==> config.mk <==
export PLATFORM = sky130hd
export DESIGN_NAME = tdt_dm_sync_filt_flat
export DESIGN_NICKNAME = d
export VERILOG_FILES = /design/src/rtl/tdt_dm_sync_filt_if.sv /design/src/rtl/tdt_dm_sync_filt.sv /design/src/flat_wrapper.sv
export SDC_FILE = /design/constraint.sdc
export NUM_CORES = 1
export LEC_CHECK = 0
export ABC_CLOCK_PERIOD_IN_PS = 1200
export CAP_MARGIN = 20
export CORE_MARGIN = 2
export CORE_UTILIZATION = 48
export DETAILED_ROUTE_END_ITERATION = 12
export PLACE_DENSITY = 0.73
export SYNTH_ARGS = -nofsm -noshare
export SYNTH_HDL_FRONTEND = slang
export SYNTH_HIERARCHICAL = 1
export SYNTH_SLANG_ARGS = --single-unit
==> constraint.sdc <==
create_clock -name dst_clk -period 1.2 [get_ports dst_clk]
set_input_delay 0.3 -clock dst_clk [delete_from_list [all_inputs] [get_ports dst_clk]]
set_output_delay 0.3 -clock dst_clk [all_outputs]
set_load 0.02 [all_outputs]
==> src/rtl/tdt_dm_sync_filt_if.sv <==
// Bus bundle for the debug-module input synchroniser/filter.
// master drives the asynchronous levels and the clear; slave returns the filtered level and the pulses.
interface tdt_dm_sync_filt_if #(
  parameter int CH_NUM = 4
);
  logic [CH_NUM-1:0] src_in;
  logic              dst_clr;
  logic [CH_NUM-1:0] dst_level;
  logic [CH_NUM-1:0] dst_pulse;
  logic              dst_pulse_any;

  modport master (
    output src_in, dst_clr,
    input  dst_level, dst_pulse, dst_pulse_any
  );

  modport slave (
    input  src_in, dst_clr,
    output dst_level, dst_pulse, dst_pulse_any
  );
endinterface

==> src/rtl/tdt_dm_sync_filt.sv <==
// Multi-channel synchroniser for asynchronous debug inputs.
// Each channel has a flop chain, a stability filter and an optional edge-to-pulse stage.
module tdt_dm_sync_filt_lane #(
  parameter int         SYNC_NUM = 2,
  parameter int         FILT_CYC = 0,
  parameter int         FILT_W   = 4,
  parameter logic [1:0] MODE     = 2'b00
) (
  input  logic dst_clk,
  input  logic dst_rst_b,
  input  logic src_i,
  input  logic clr_i,
  output logic level_o,
  output logic pulse_o
);
  localparam logic [FILT_W-1:0] FILT_MAX = FILT_W'(FILT_CYC);

  logic [SYNC_NUM-1:0] sync_q, sync_d;
  logic [FILT_W-1:0]   cnt_q, cnt_d;
  logic                lvl_q, lvl_d;
  logic                pulse_q, pulse_d;
  logic                sync_out;

  assign sync_out = sync_q[SYNC_NUM-1];

  always_comb begin
    sync_d  = {sync_q[SYNC_NUM-2:0], src_i};
    lvl_d   = lvl_q;
    cnt_d   = cnt_q;
    pulse_d = 1'b0;
    if (clr_i) begin
      // Clear wins over an accept in the same cycle, so no edge is reported.
      sync_d = '0;
      lvl_d  = 1'b0;
      cnt_d  = '0;
    end else if (sync_out == lvl_q) begin
      cnt_d = '0;
    end else if (cnt_q == FILT_MAX) begin
      lvl_d   = sync_out;
      cnt_d   = '0;
      pulse_d = sync_out ? MODE[0] : MODE[1];
    end else begin
      cnt_d = cnt_q + 1'b1;
    end
  end

  always_ff @(posedge dst_clk or negedge dst_rst_b) begin
    if (!dst_rst_b) begin
      sync_q  <= '0;
      lvl_q   <= 1'b0;
      cnt_q   <= '0;
      pulse_q <= 1'b0;
    end else begin
      sync_q  <= sync_d;
      lvl_q   <= lvl_d;
      cnt_q   <= cnt_d;
      pulse_q <= pulse_d;
    end
  end

  assign level_o = lvl_q;
  assign pulse_o = pulse_q;
endmodule

module tdt_dm_sync_filt #(
  parameter int                  CH_NUM   = 4,
  parameter int                  SYNC_NUM = 2,
  parameter int                  FILT_CYC = 0,
  parameter int                  FILT_W   = 4,
  parameter logic [2*CH_NUM-1:0] CH_MODE  = '0
) (
  input logic              dst_clk,
  input logic              dst_rst_b,
  tdt_dm_sync_filt_if.slave bus
);
  if (CH_NUM < 1)                      begin : g_bad_ch   $error("CH_NUM must be >= 1");              end
  if (SYNC_NUM < 2)                    begin : g_bad_sync $error("SYNC_NUM must be >= 2");            end
  if (FILT_W < 1)                      begin : g_bad_w    $error("FILT_W must be >= 1");              end
  if (FILT_CYC < 0 || FILT_CYC > (2**FILT_W) - 1)
                                       begin : g_bad_filt $error("FILT_CYC does not fit in FILT_W");  end

  logic [CH_NUM-1:0] level, pulse;

  for (genvar i = 0; i < CH_NUM; i++) begin : g_ch
    tdt_dm_sync_filt_lane #(
      .SYNC_NUM (SYNC_NUM),
      .FILT_CYC (FILT_CYC),
      .FILT_W   (FILT_W),
      .MODE     (CH_MODE[2*i +: 2])
    ) u_lane (
      .dst_clk   (dst_clk),
      .dst_rst_b (dst_rst_b),
      .src_i     (bus.src_in[i]),
      .clr_i     (bus.dst_clr),
      .level_o   (level[i]),
      .pulse_o   (pulse[i])
    );
  end

  assign bus.dst_level     = level;
  assign bus.dst_pulse     = pulse;
  assign bus.dst_pulse_any = |pulse;
endmodule

==> src/flat_wrapper.sv <==
// flat-port wrapper written by rule: the top's interface ports become plain ports
module tdt_dm_sync_filt_flat 
#(
  parameter int                  CH_NUM   = 4,
  parameter int                  SYNC_NUM = 2,
  parameter int                  FILT_CYC = 0,
  parameter int                  FILT_W   = 4,
  parameter logic [2*CH_NUM-1:0] CH_MODE  = '0
)
  (dst_clk, dst_rst_b, bus_src_in, bus_dst_clr, bus_dst_level, bus_dst_pulse, bus_dst_pulse_any);
  tdt_dm_sync_filt_if #(.CH_NUM(CH_NUM)) bus_i ();
  input logic dst_clk;
  input logic dst_rst_b;
  input wire logic [$bits(bus_i.src_in)-1:0] bus_src_in;
  input wire logic [$bits(bus_i.dst_clr)-1:0] bus_dst_clr;
  output wire logic [$bits(bus_i.dst_level)-1:0] bus_dst_level;
  output wire logic [$bits(bus_i.dst_pulse)-1:0] bus_dst_pulse;
  output wire logic [$bits(bus_i.dst_pulse_any)-1:0] bus_dst_pulse_any;
  assign bus_i.src_in = bus_src_in;
  assign bus_i.dst_clr = bus_dst_clr;
  assign bus_dst_level = bus_i.dst_level;
  assign bus_dst_pulse = bus_i.dst_pulse;
  assign bus_dst_pulse_any = bus_i.dst_pulse_any;
  tdt_dm_sync_filt #(.CH_NUM(CH_NUM), .SYNC_NUM(SYNC_NUM), .FILT_CYC(FILT_CYC), .FILT_W(FILT_W), .CH_MODE(CH_MODE)) u_core (.dst_clk(dst_clk), .dst_rst_b(dst_rst_b), .bus(bus_i));
endmodule
== Yosys cells after proc, flatten, opt, wreduce, memory -nomap -nowiden ==
Index checks and enable logic that the tools add are counted.

* Flip-flop bits (word level): 28
* Input port bits: 7
* Bits in writable memories: 0
* Memories kept: 0
* Memory bits (read-only): 0
* Bits in latches: 0
* Word-level logic and storage cells: 64

* Order comparisons: 0
* Muxes and demuxes: 28
* Shifts and indexed selects: 0
* Equal/unequal tests: 8
* $add $sub $neg: 4
* Multiply operators: 0
* Div/mod/pow operators: 0
* Reduce and logical (&&, ||, !) cells: 12
* Bitwise operators: 0

{| class="wikitable"
|+ Operators by type and width
! cell !! count
|-
| $mux 4 || 12
|-
| $add 4x1->4 const B || 4
|-
| $logic_not 4->1 || 4
|-
| $mux 1 || 12
|-
| $mux 2 || 4
|-
| $ne 2x2->1 const B || 4
|-
| $reduce_and 2->1 || 4
|-
| $reduce_bool 2->1 || 4
|-
| $eq 1x1->1 || 4
|}

== Logic depth before layout (Yosys ltp) ==
* Depth in word-level cells: 4
* Depth in mapped cells: 5
* Depth with buffers taken out: 5

== Hierarchy ==
Netlist, hierarchy kept.

{| class="wikitable"
|+ Modules (own cells, without submodules)
! module !! times used !! sequential area each (µm²) !! area an instance (µm²) !! cells each
|-
| tdt_dm_sync_filt_lane || 4 || 175.2 || 327.8 || 30
|-
| tdt_dm_sync_filt || 1 || 0.0 || 7.5 || 1
|}

== Worst setup path after synthesis ==
Ideal clock, no wire load.

* Path kind: reg-to-reg
* Start point: register u_core.g_ch[0].u_lane.cnt_q[0]
* End point: register u_core.g_ch[0].u_lane.lvl_q
* Slack: 0.068 ns
* Stages on the path, launching flop included: 6
* Library setup time: 0.119 ns
* Required time: 1.081 ns
* Data arrival time: 1.014 ns
* Period minus slack after synthesis: 1.132 ns
* Path through: dfrtp_1 > inv_1 > ha_1 > nor3b_2 > mux2i_1 > nor2_1

* Word-level cells in the longest chain between the ends: 3

{| class="wikitable"
|+ Ends and longest elaborated chain
! item !! RTL line !! source
|-
| start: declaration || tdt_dm_sync_filt.sv:19 || <nowiki>logic [FILT_W-1:0] cnt_q, cnt_d;</nowiki>
|-
| start signal: assignment || tdt_dm_sync_filt.sv:56 || <nowiki>cnt_q <= cnt_d;</nowiki>
|-
| $logic_not 4->1 || tdt_dm_sync_filt.sv:38 || <nowiki>end else if (cnt_q == FILT_MAX) begin</nowiki>
|-
| $reduce_bool 2->1 (no line) || -- ||
|-
| $reduce_and 2->1 (no line) || -- ||
|-
| end signal: assignment || tdt_dm_sync_filt.sv:55 || <nowiki>lvl_q <= lvl_d;</nowiki>
|-
| end: declaration || tdt_dm_sync_filt.sv:20 || <nowiki>logic lvl_q, lvl_d;</nowiki>
|}

Every way passes these cells.
A chain may end at the register's enable or synchronous reset.

== Final worst setup path ==
* Start point: register u_core.g_ch[2].u_lane.cnt_q[1]
* End point: register u_core.g_ch[2].u_lane.lvl_q

* Word-level cells in the longest chain between the ends: 3

{| class="wikitable"
|+ Ends and longest elaborated chain
! item !! RTL line
|-
| start: declaration || tdt_dm_sync_filt.sv:19
|-
| start signal: assignment || tdt_dm_sync_filt.sv:56
|-
| $logic_not 4->1 || tdt_dm_sync_filt.sv:38
|-
| $reduce_bool 2->1 (no line) || --
|-
| $reduce_and 2->1 (no line) || --
|-
| end signal: assignment || tdt_dm_sync_filt.sv:55
|-
| end: declaration || tdt_dm_sync_filt.sv:20
|}

Every way passes these cells.

==> results.toml <==
[status]
outcome = "finished with violations"
violations = "setup timing"

[cts]
clk_pin_slew_ps = 140
numCtsBuffers = 3
cts.sinks = 28
cts_hold_buf = 0
cts-root-buf = "clkbuf_4"
clockBufferDepth = 2
cts_max_level = 1
clk-insertion-delay-late_ps = 320
cts_tree = "built"

[power_and_ir_drop]
p_int_w = 0.00135
p_per_area_nw_per_um2 = 992
power_frac_seq = 0.574
combPwrFrac = 0.070
pwr-share-clk = 0.356
peakVddDrop_mv = 0.962
switchingPower_w = 0.000333
p_leak_nw = 0.851
power.total_w = 0.00168
switching_share = 0.197

[yosys]
postSynthCellCount = 121
yosys.area.top_type_share = 0.531
yosys.cell_types.count = 16
ys_top_cells_by_area = "dfrtp_1 53%, ha_1 7.6%, nand2b_1 5.7%"
async_flop_share = 1.00
synthAdderAreaFrac = 0.0759
avgSynthCellArea_um2 = 10.9
synth_top_family_by_area = "simple AND/OR/NAND/NOR gates"
synthSimpleGateAreaFrac = 0.226
synth_edf_count = 0
synth_top_cell_by_area = "dfrtp_1"
syn-cell-area_um2 = 1320
synth.area.mux_share = 0.0304
postSynthRegisterBits = 28
synth_xor_area_frac = 0.0531
syn_nets = 136
synth_compound_area_frac = 0.0152
synth_seq_area_share = 0.531
synthFlopType = "dfrtp_1"
yosys_warnings = 6

[finish]
area_delta_synth_final_pct = 28.8
final_cell_area_um2 = 1700
drive_gt1_frac = 0.257
final_cell_mix = "28 x dfrtp_1, 20 x buf_4, 12 x inv_1, 12 x nand2b_1, 12 x nor2_1"
fillers = 219
antennaDiodeCount = 0
nNetsFinal = 168
final_common_cell = "dfrtp_1"

[min_path]
worst_hold_path_type = "in2async"

[grt]
grt_pass1_vias = 971
track_usage = 0.156
antenna_found_initial = 0
gr-total-overflow = 0
grt_max_degree = 29
grt_pass1_wl_mm = 3.93

[routing]
remaining_drc_errors = 0
num_vias = 886
totalWireLength_mm = 2.10
vias_per_cell = 4.84
wl_per_cell_um = 11.5
drt_pre_antenna_iters = 4
drt-initial-drc-count = 14
postRouteAntennaNets = 0

[critical_path]
critPathKind = "reg2reg"
worstPathArrival_ps = 1450
cp_max_fo = 2
crit_start = "u_core/g_ch[2].u_lane/cnt_q[1]"
start_kind = "flip-flop"
cp.required_ps = 1420
rr_startpoint = "u_core/g_ch[2].u_lane/cnt_q[1]"
crit_path_end_kind = "flip-flop"

[timing]
fin_crit_sh = 1.03
setup_viol = 3
hold_viol = 0
max_freq_mhz = 812
slew_viol_final = 0
rsz0062_at_grt = "yes"
skew_ps = 4.59
setup_ws_ps = -32.2
period_needed_ps = 1230

[placed_design]
port_buffers = 10
place.gp.congestion = 0.798
preCtsSetupSlack_ps = -202
dpl_cell_area_um2 = 1550
dpl.hpwl_mm = 1.57

[floorplan]
die_area_um2 = 3180
core-area_um2 = 2690
design.portCount = 16
initial_core_util = 0.491
row_count = 19
die_h_um = 56.4
die_w_um = 56.4

[job]
max_cap_violations = 0
[layout make-up]
class                           count  area (um2)  area share
Clock buffer                        3        22.5      0.0133
Clock inverter                      1        30.0      0.0177
Inverter                           12        45.0      0.0265
Multi-Input combinational cell     77         587       0.345
Sequential cell                    28         701       0.412
Tap cell                           31        38.8      0.0228
Timing Repair Buffer               31         275       0.162
[kinds of logic (layout without fill, tap and decap cells)]
kind of cell | Yosys count | count (layout)
DFF | 28 | 28
AOI/OAI and AO/OA | 4 | 4
xor gates and xnor gates | 8 | 8
adders and majority gates | 8 | 8
other | 4 | 4
muxes | 4 | 4
and+or+nand+nor | 49 | 49
buffers and inverters | 16 | 47
[synthesized netlist by cell type, types with 8 or more instances]
cell type	count
nor2b_1	8
nand2b_1	12
inv_1	12
dfrtp_1	28
ha_1	8
nor2_1	12
xor2_1	8
[power groups by stage]
stage                     clock network (W)  registers, W  logic [W]
after detailed placement                  0      0.000984   0.000119
final                              0.000600      0.000966   0.000118
after global routing               0.000650      0.000969   0.000133
after CTS                          0.000619      0.000967   0.000118
after floorplan                           0      0.000988  0.0000487
after global placement                    0      0.000983   0.000117
[routing by layer]
metal	vias to the layer above	GRT usage	wire, um
met3	2	0.0138	72
met4	0	0.0612	14
met5	-	0	0
met1	432	0.186	893
met2	17	0.287	1120
li1	435	-	-
[path summary, 6_finish.rpt]
check,end,slack (ps),depth (start not counted)
min,u_core/g_ch[3].u_lane/sync_q[1],320,2
min reg2reg,u_core/g_ch[2].u_lane/sync_q[1],480,1
min in group dst_clk,u_core/g_ch[2].u_lane/sync_q[1],480,1
max in group asynchronous,u_core/g_ch[1].u_lane/sync_q[1],730,2
max reg2reg,u_core/g_ch[2].u_lane/level_o,-30,5
max,u_core/g_ch[2].u_lane/level_o,-30,5
[state kept, by name, indices dropped and copies added, names as in the netlist]
| signal | cells |
|---|---|
| u_core/g_ch.u_lane/cnt_q | 16 |
| u_core/g_ch.u_lane/sync_q | 8 |
| u_core/g_ch.u_lane/level_o | 4 |
[stage by stage]
step / cells / hold slack (ps) / utilization / setup TNS (ps)
global route: 183 / 323 / 0.633 / -575
floorplan: 121 / 4.41 / - / 0
CTS: 181 / 318 / 0.618 / -59.9
global placement: 172 / 445 / 0.575 / -2730
detailed placement: 172 / 460 / 0.575 / -3180
finish: 183 / 319 / 0.633 / -54.7
[timing repair]
item | 4_1_cts | 5_1_grt
pin swaps | 3 | 4
endpoints found under the setup margin | 8 | 11
resized for setup | 27 | 7
setup buffers | 5 | 2
[critical path, cell delays in order, from the launching register on]
cell and delay [ps]:
dfrtp_1 410, inv_1 60, ha_2 170, nor3b_4 220, mux2i_1 220, nor2_1 60
Power figures use the tool's default switching activity.
